**src/rtl/traffic_pkg.sv**
```systemverilog
// Shared definitions for the intersection phase arbiter: phase encoding,
// service identities and the round-robin service order.
package traffic_pkg;

  localparam int TIMER_W = 8;

  typedef enum logic [2:0] {
    PH_STARTUP   = 3'd0,
    PH_ALL_RED   = 3'd1,
    PH_NS_GREEN  = 3'd2,
    PH_NS_YELLOW = 3'd3,
    PH_EW_GREEN  = 3'd4,
    PH_EW_YELLOW = 3'd5,
    PH_PED_WALK  = 3'd6
  } phase_e;

  // Service identities double as bit positions in the pending vector {ped, ew, ns}.
  typedef enum logic [1:0] {
    SRV_NS  = 2'd0,
    SRV_EW  = 2'd1,
    SRV_PED = 2'd2
  } service_e;

  function automatic service_e rr_succ(input service_e s);
    case (s)
      SRV_NS:  rr_succ = SRV_EW;
      SRV_EW:  rr_succ = SRV_PED;
      default: rr_succ = SRV_NS;
    endcase
  endfunction

  // First pending service strictly after the last one served; NS when idle.
  function automatic service_e rr_next(input logic [2:0] pend, input service_e last);
    service_e c1, c2, c3;
    c1 = rr_succ(last);
    c2 = rr_succ(c1);
    c3 = rr_succ(c2);
    if (pend[c1])      rr_next = c1;
    else if (pend[c2]) rr_next = c2;
    else if (pend[c3]) rr_next = c3;
    else               rr_next = SRV_NS;
  endfunction

  function automatic phase_e green_of(input service_e s);
    case (s)
      SRV_NS:  green_of = PH_NS_GREEN;
      SRV_EW:  green_of = PH_EW_GREEN;
      default: green_of = PH_PED_WALK;
    endcase
  endfunction

endpackage

```
**src/rtl/phase_timer.sv**
```systemverilog
// Tick-driven down counter: load wins over counting, done flags the tick
// on which the current interval's last count is consumed.
module phase_timer
  import traffic_pkg::*;
#(
  parameter logic [TIMER_W-1:0] RESET_VAL = TIMER_W'(1)
) (
  input  logic               clk,
  input  logic               reset,
  input  logic               tick,
  input  logic               load,
  input  logic [TIMER_W-1:0] load_val,
  output logic [TIMER_W-1:0] count,
  output logic               done
);

  logic [TIMER_W-1:0] count_q, count_d;

  // NOTE: every variable assigned in always_comb gets a default first so no latch is inferred.
  always_comb begin
    count_d = count_q;
    if (load)
      count_d = load_val;
    else if (tick && (count_q != '0))
      count_d = count_q - TIMER_W'(1);
  end

  // NOTE: sequential state uses non-blocking assignments only.
  always_ff @(posedge clk or posedge reset) begin
    if (reset) count_q <= RESET_VAL;
    else       count_q <= count_d;
  end

  assign count = count_q;
  assign done  = tick && (count_q == TIMER_W'(1));

endmodule

```
**src/rtl/intersection_phase_arbiter.sv**
```systemverilog
// Two-road intersection controller with pedestrian phase: round-robin
// service of latched requests, min/max green, yellow and all-red clearance.
module intersection_phase_arbiter
  import traffic_pkg::*;
#(
  parameter int STARTUP_TIME = 15,
  parameter int MIN_GREEN    = 10,
  parameter int MAX_GREEN    = 60,
  parameter int YELLOW_TIME  = 4,
  parameter int ALL_RED_TIME = 3,
  parameter int WALK_TIME    = 8
) (
  input  logic       clk,
  input  logic       reset,
  input  logic       tick,
  input  logic       req_ns,
  input  logic       req_ew,
  input  logic       req_ped,
  output logic       ns_green,
  output logic       ns_yellow,
  output logic       ns_red,
  output logic       ew_green,
  output logic       ew_yellow,
  output logic       ew_red,
  output logic       ped_walk,
  output logic [2:0] phase,
  output logic [2:0] pending
);

  if (STARTUP_TIME < 1 || STARTUP_TIME > 255 || MIN_GREEN < 1 || MIN_GREEN > 255 ||
      MAX_GREEN < 1 || MAX_GREEN > 255 || YELLOW_TIME < 1 || YELLOW_TIME > 255 ||
      ALL_RED_TIME < 1 || ALL_RED_TIME > 255 || WALK_TIME < 1 || WALK_TIME > 255 ||
      MIN_GREEN > MAX_GREEN) begin : g_param_check
    $error("intersection_phase_arbiter: timing parameters must be 1..255 with MIN_GREEN <= MAX_GREEN");
  end

  localparam logic [TIMER_W-1:0] T_STARTUP = TIMER_W'(STARTUP_TIME);
  localparam logic [TIMER_W-1:0] T_MAX     = TIMER_W'(MAX_GREEN);
  localparam logic [TIMER_W-1:0] T_YELLOW  = TIMER_W'(YELLOW_TIME);
  localparam logic [TIMER_W-1:0] T_ALL_RED = TIMER_W'(ALL_RED_TIME);
  localparam logic [TIMER_W-1:0] T_WALK    = TIMER_W'(WALK_TIME);

  phase_e             state_q, state_d;
  service_e           last_q, last_d;
  logic [2:0]         pending_q, pending_d;
  logic [TIMER_W-1:0] timer_count;
  logic               timer_done;
  logic               timer_load;
  logic [TIMER_W-1:0] timer_load_val;
  logic [TIMER_W:0]   elapsed_next;
  logic               min_reached;

  // Greens load MAX_GREEN, so elapsed ticks are recovered from the remaining count.
  function automatic logic [TIMER_W-1:0] duration(input phase_e ph);
    case (ph)
      PH_STARTUP:                duration = T_STARTUP;
      PH_NS_GREEN, PH_EW_GREEN:  duration = T_MAX;
      PH_NS_YELLOW, PH_EW_YELLOW: duration = T_YELLOW;
      PH_PED_WALK:               duration = T_WALK;
      default:                   duration = T_ALL_RED;
    endcase
  endfunction

  phase_timer #(
    .RESET_VAL(T_STARTUP)
  ) u_timer (
    .clk      (clk),
    .reset    (reset),
    .tick     (tick),
    .load     (timer_load),
    .load_val (timer_load_val),
    .count    (timer_count),
    .done     (timer_done)
  );

  always_comb begin
    state_d      = state_q;
    last_d       = last_q;
    elapsed_next = (TIMER_W + 1)'(MAX_GREEN) - {1'b0, timer_count} + (TIMER_W + 1)'(1);
    min_reached  = tick && (elapsed_next >= (TIMER_W + 1)'(MIN_GREEN));
    case (state_q)
      PH_STARTUP:   if (timer_done) state_d = PH_ALL_RED;
      PH_ALL_RED: begin
        if (timer_done) begin
          last_d  = rr_next(pending_q, last_q);
          state_d = green_of(last_d);
        end
      end
      PH_NS_GREEN:
        if (timer_done || (min_reached && (pending_q[SRV_EW] || pending_q[SRV_PED])))
          state_d = PH_NS_YELLOW;
      PH_EW_GREEN:
        if (timer_done || (min_reached && (pending_q[SRV_NS] || pending_q[SRV_PED])))
          state_d = PH_EW_YELLOW;
      PH_NS_YELLOW, PH_EW_YELLOW, PH_PED_WALK:
        if (timer_done) state_d = PH_ALL_RED;
      default:      state_d = PH_ALL_RED;
    endcase

    timer_load     = (state_d != state_q);
    timer_load_val = duration(state_d);

    // A request for the phase being entered or already running is absorbed.
    pending_d[SRV_NS]  = (state_d == PH_NS_GREEN) ? 1'b0 : (pending_q[SRV_NS]  | req_ns);
    pending_d[SRV_EW]  = (state_d == PH_EW_GREEN) ? 1'b0 : (pending_q[SRV_EW]  | req_ew);
    pending_d[SRV_PED] = (state_d == PH_PED_WALK) ? 1'b0 : (pending_q[SRV_PED] | req_ped);
  end

  // NOTE: the asynchronous reset clears every control flop, not only the state register.
  always_ff @(posedge clk or posedge reset) begin
    if (reset) begin
      state_q   <= PH_STARTUP;
      last_q    <= SRV_PED;
      pending_q <= '0;
    end else begin
      state_q   <= state_d;
      last_q    <= last_d;
      pending_q <= pending_d;
    end
  end

  always_comb begin
    ns_green  = 1'b0;
    ns_yellow = 1'b0;
    ew_green  = 1'b0;
    ew_yellow = 1'b0;
    ped_walk  = 1'b0;
    case (state_q)
      PH_NS_GREEN:  ns_green  = 1'b1;
      PH_NS_YELLOW: ns_yellow = 1'b1;
      PH_EW_GREEN:  ew_green  = 1'b1;
      PH_EW_YELLOW: ew_yellow = 1'b1;
      PH_PED_WALK:  ped_walk  = 1'b1;
      default:      ;
    endcase
    ns_red = !(ns_green || ns_yellow);
    ew_red = !(ew_green || ew_yellow);
  end

  assign phase   = state_q;
  assign pending = pending_q;

endmodule

```
**config.mk**
```make
export PLATFORM = sky130hd
export DESIGN_NAME = intersection_phase_arbiter
export DESIGN_NICKNAME = d
export VERILOG_FILES = /design/src/rtl/traffic_pkg.sv /design/src/rtl/phase_timer.sv /design/src/rtl/intersection_phase_arbiter.sv
export SDC_FILE = /design/constraint.sdc
export NUM_CORES = 1
export LEC_CHECK = 0
export ABC_CLOCK_PERIOD_IN_PS = 2200
export CAP_MARGIN = 20
export CORE_MARGIN = 2
export CORE_UTILIZATION = 40
export CTS_CLUSTER_DIAMETER = 30
export DETAILED_ROUTE_END_ITERATION = 8
export DONT_BUFFER_PORTS = 1
export PLACE_DENSITY = 0.64
export SYNTH_ARGS = -nofsm -noshare
export SYNTH_HDL_FRONTEND = slang
export SYNTH_SLANG_ARGS = --single-unit
export TNS_END_PERCENT = 10
```
**constraint.sdc**
```tcl
create_clock -name clk -period 2.2 [get_ports clk]
set_input_delay 0.33 -clock clk [delete_from_list [all_inputs] [get_ports clk]]
set_output_delay 0.33 -clock clk [all_outputs]
set_load 0.02 [all_outputs]
```
==> metrics.yaml <==
outcome:
  status: "finished, violations left"
  violations: "negative hold slack"
global_routing:
  first_global_vias: 1016
  antenna_found_initial: 0
  track_usage_pct: 17.4
  grt_max_degree: 17
  grt_pass1_wl_mm: 4.66
  grt.overflow.total: 0
die:
  ios: 19
  fp.dieArea_um2: 3560
  rows: 20
  start_util_pct: 41.3
  coreArea_um2: 3000
  die_h_um: 59.7
  die_w_um: 59.7
synth:
  synth_top_area_share_pct: 22.2
  synth_cell_type_count: 45
  syn_inst: 143
  seq_area_frac_synth_pct: 32.8
  synth_area_um2: 1240
  ys_top_cells_by_area: "dfrtp_1, dfstp_2, ha_1, nor2_1, a31oi_1"
  avgSynthCellArea_um2: 8.67
  syn_nets: 157
  synthFlopType: "dfrtp_1"
  yosysWarningCount: 0
  synth.ff_latch_count: 16
  postSynth.asyncResetShare_pct: 100
  synth_edf_count: 0
  synth_top_area_cell: "dfrtp_1"
worst_hold_path:
  min-delay-path-class: "in -> async"
sta:
  rsz0062_at_grt: "yes"
  setup_violations: 0
  slew-limit-headroom_pct: 55.8
  setup_ws_ns: 0.0757
  fin_crit_sh_pct: 96.6
  hold_violations: 7
  whs_ns: -0.0117
  fin_crit_ns: 2.12
  slew_violations: 0
  worst_pin_slew_ns: 0.664
  fmax_mhz: 471
  finClkSkew_ns: 0.0163
drt:
  first_pass_iters: 4
  drtAntennaViolNets: 0
  viasPerCell: 5.94
  post_drt_wl_per_cell_um: 16.1
  drt_iter0_drc: 81
  drcViolationCount: 0
  vias: 1128
  wl_mm: 3.06
pwr:
  power_frac_clock_pct: 9.9
  p_leak_nw: 0.642
  power_density_nw_per_um2: 1340
  pwr-share-seq_pct: 33.2
  ir_worst_vdd_mv: 0.633
  p_switching_uw: 928
  internal_power_mw: 1.04
  p_sw_share_pct: 47.1
  finalPower_mw: 1.97
  combPwrFrac_pct: 56.9
critical_path:
  crit_buf_inv: 0
  r2r-start: "u_timer.count[1]"
  critical_path_class: "reg -> reg"
  crit_arrival_ns: 2.33
  start_kind: "flop"
  worstSetupEndpointType: "flop"
  crit_path_cell_trace: "ha_2 > mux2_2 > a22oi_1 > nand3_2 > and3_4 > o31ai_2"
  critPathTopFamily: "flip-flops"
  cp-startpoint: "u_timer.count[1]"
  crit_path_top_delay_cell: "dfstp_2"
  cp_max_fo: 7
  cp_slowest_stage_delay_ns: 0.60
  cp.required_ns: 2.41
cells_and_area:
  final_cells: 190
  fillers: 288
  n_antenna_cell: 0
  drive_gt1_share_pct: 27.4
  area_growth_pct: 18.8
  nets: 172
clocking:
  root_buffer: "clkbuf_4"
  h-tree-depth: 1
  insertion_delay_ns: 0.29
  cts_buffers: 3
  cts_buffer_depth: 2
  cts_tree: "built"
  cts.sinks: 16
  clk_pin_slew_ns: 0.11
place:
  place_ws_ns: 0.00294
  place.gp.congestion: 0.897
  dp.final_hpwl_mm: 2.28
  portBuffers: 0
  dp.cells: 186
run:
  maxCapViolCount: 0
-- sequential cells by signal (all words and copies together) (netlist names) --
signal	cells
u_timer.count	8
last_q	2
phase	3
pending	3
-- synth_stat cells, drive strengths merged (3+ instances only) --
| library cell | count |
|---|---|
| a21oi | 5 |
| a31oi | 6 |
| and2 | 3 |
| and3 | 4 |
| buf | 6 |
| dfrtp | 11 |
| dfstp | 5 |
| ha | 8 |
| inv | 10 |
| nand2 | 7 |
| nand3 | 6 |
| nand4 | 3 |
| nor2 | 17 |
| nor2b | 4 |
| o21ai | 7 |
| o22ai | 3 |
| o31ai | 3 |
| xnor2 | 3 |
-- per-stage QoR --
| step | TNS, ns | utilization [%] | instance area (um2) |
|---|---|---|---|
| 5_1_grt | -0.0526 | 49.0 | 1470 |
| 3_3_place_gp | 0 | 45.8 | 1380 |
| 2_1_floorplan | 0 | - | 1240 |
| 4_1_cts | -0.00226 | 47.3 | 1420 |
| 6_report | 0 | 49.0 | 1470 |
| 3_5_place_dp | 0 | 45.8 | 1380 |
-- worst register-to-register path: cells and delay by family, from the launching register on --
family                   cells  cell delay, ns
flip-flops                   1            0.60
adder cells (fa/ha/maj)      1            0.22
AO/OA/AOI/OAI                2            0.49
multiplexers                 1            0.33
AND/OR/NAND/NOR              2            0.41
-- placed cells by master (no fill, tap or decap), types with 2 or more instances in the layout --
| master | count |
|---|---|
| o31ai_1 | 2 |
| buf_4 | 18 |
| and3_1 | 2 |
| inv_1 | 9 |
| clkbuf_4 | 3 |
| a21boi_0 | 2 |
| xor2_1 | 2 |
| a31oi_1 | 4 |
| o22ai_1 | 3 |
| o211ai_1 | 2 |
| nor2b_1 | 4 |
| and3_4 | 2 |
| mux2i_1 | 2 |
| and2_4 | 2 |
| dfstp_2 | 5 |
| ha_1 | 7 |
| o21ai_0 | 3 |
| o21ai_1 | 3 |
| a21oi_1 | 5 |
| dfrtp_1 | 11 |
| nand2b_1 | 2 |
| nand3_1 | 5 |
| xnor2_1 | 3 |
| nor2_1 | 17 |
| a22oi_1 | 2 |
| nand2_1 | 7 |
| nand4_1 | 2 |
-- metal layers --
layer	vias to the layer above	share of wire (%)	routed length, um	track usage, %
li1	547	-	-	-
met1	552	45	1380	23.3
met2	25	50	1540	28.0
met3	4	3.7	114	3.90
met4	0	0.91	28	5.08
met5	-	0	0	0
-- layout make-up --
type                       count  area (um2)  area share (%)
inverter                      10        37.5            2.55
timing repair buffer          18         135            9.18
sequential                    16         407            27.6
multi-input combinational    109         816            55.4
clock buffer                   4        36.3            2.46
tap                           33        41.3            2.80
-- power by group through the flow --
stage | Clock (mW) | Sequential, mW | Combinational [mW]
6_report | 0.196 | 0.654 | 1.12
5_1_grt | 0.211 | 0.678 | 1.24
3_5_place_dp | 0 | 0.641 | 1.05
3_3_place_gp | 0 | 0.628 | 1.01
4_1_cts | 0.201 | 0.636 | 1.06
2_1_floorplan | 0 | 0.610 | 0.738
-- worst paths after layout --
kind	cells past startpoint	slack [ns]	endpoint
worst max-delay path	6	0.08	u_timer.count[2]
worst max register to register	6	0.08	u_timer.count[2]
min in group clk	2	0.17	pending[2]
max in group asynchronous	1	1.79	u_timer.count[6]
worst min register to register	2	0.51	last_q[1]
worst min-delay path	1	-0.01	pending[2]
-- logic make-up (layout without fill, tap and decap cells) --
kind of cell	count (synthesis)	after routing	share of synthesized area, %
flops	16	16	32.8
compound gates	40	40	21.8
mux	3	3	2.52
fa+ha+maj	8	8	8.07
xor+xnor	5	5	3.53
simple gates	53	53	25.0
buf+inv	18	32	6.26
-- repair_timing --
item / in CTS / in global routing
pin swaps: 0 / 1
setup endpoints to repair: 4 / 10
endpoints found under the hold margin: 0 / 0
setup buffers: 0 / 0
resized for setup: 2 / 15
cloned: 0 / 0
hold buffers: 0 / 0
Note: power is estimated with default switching activity, not from simulation.
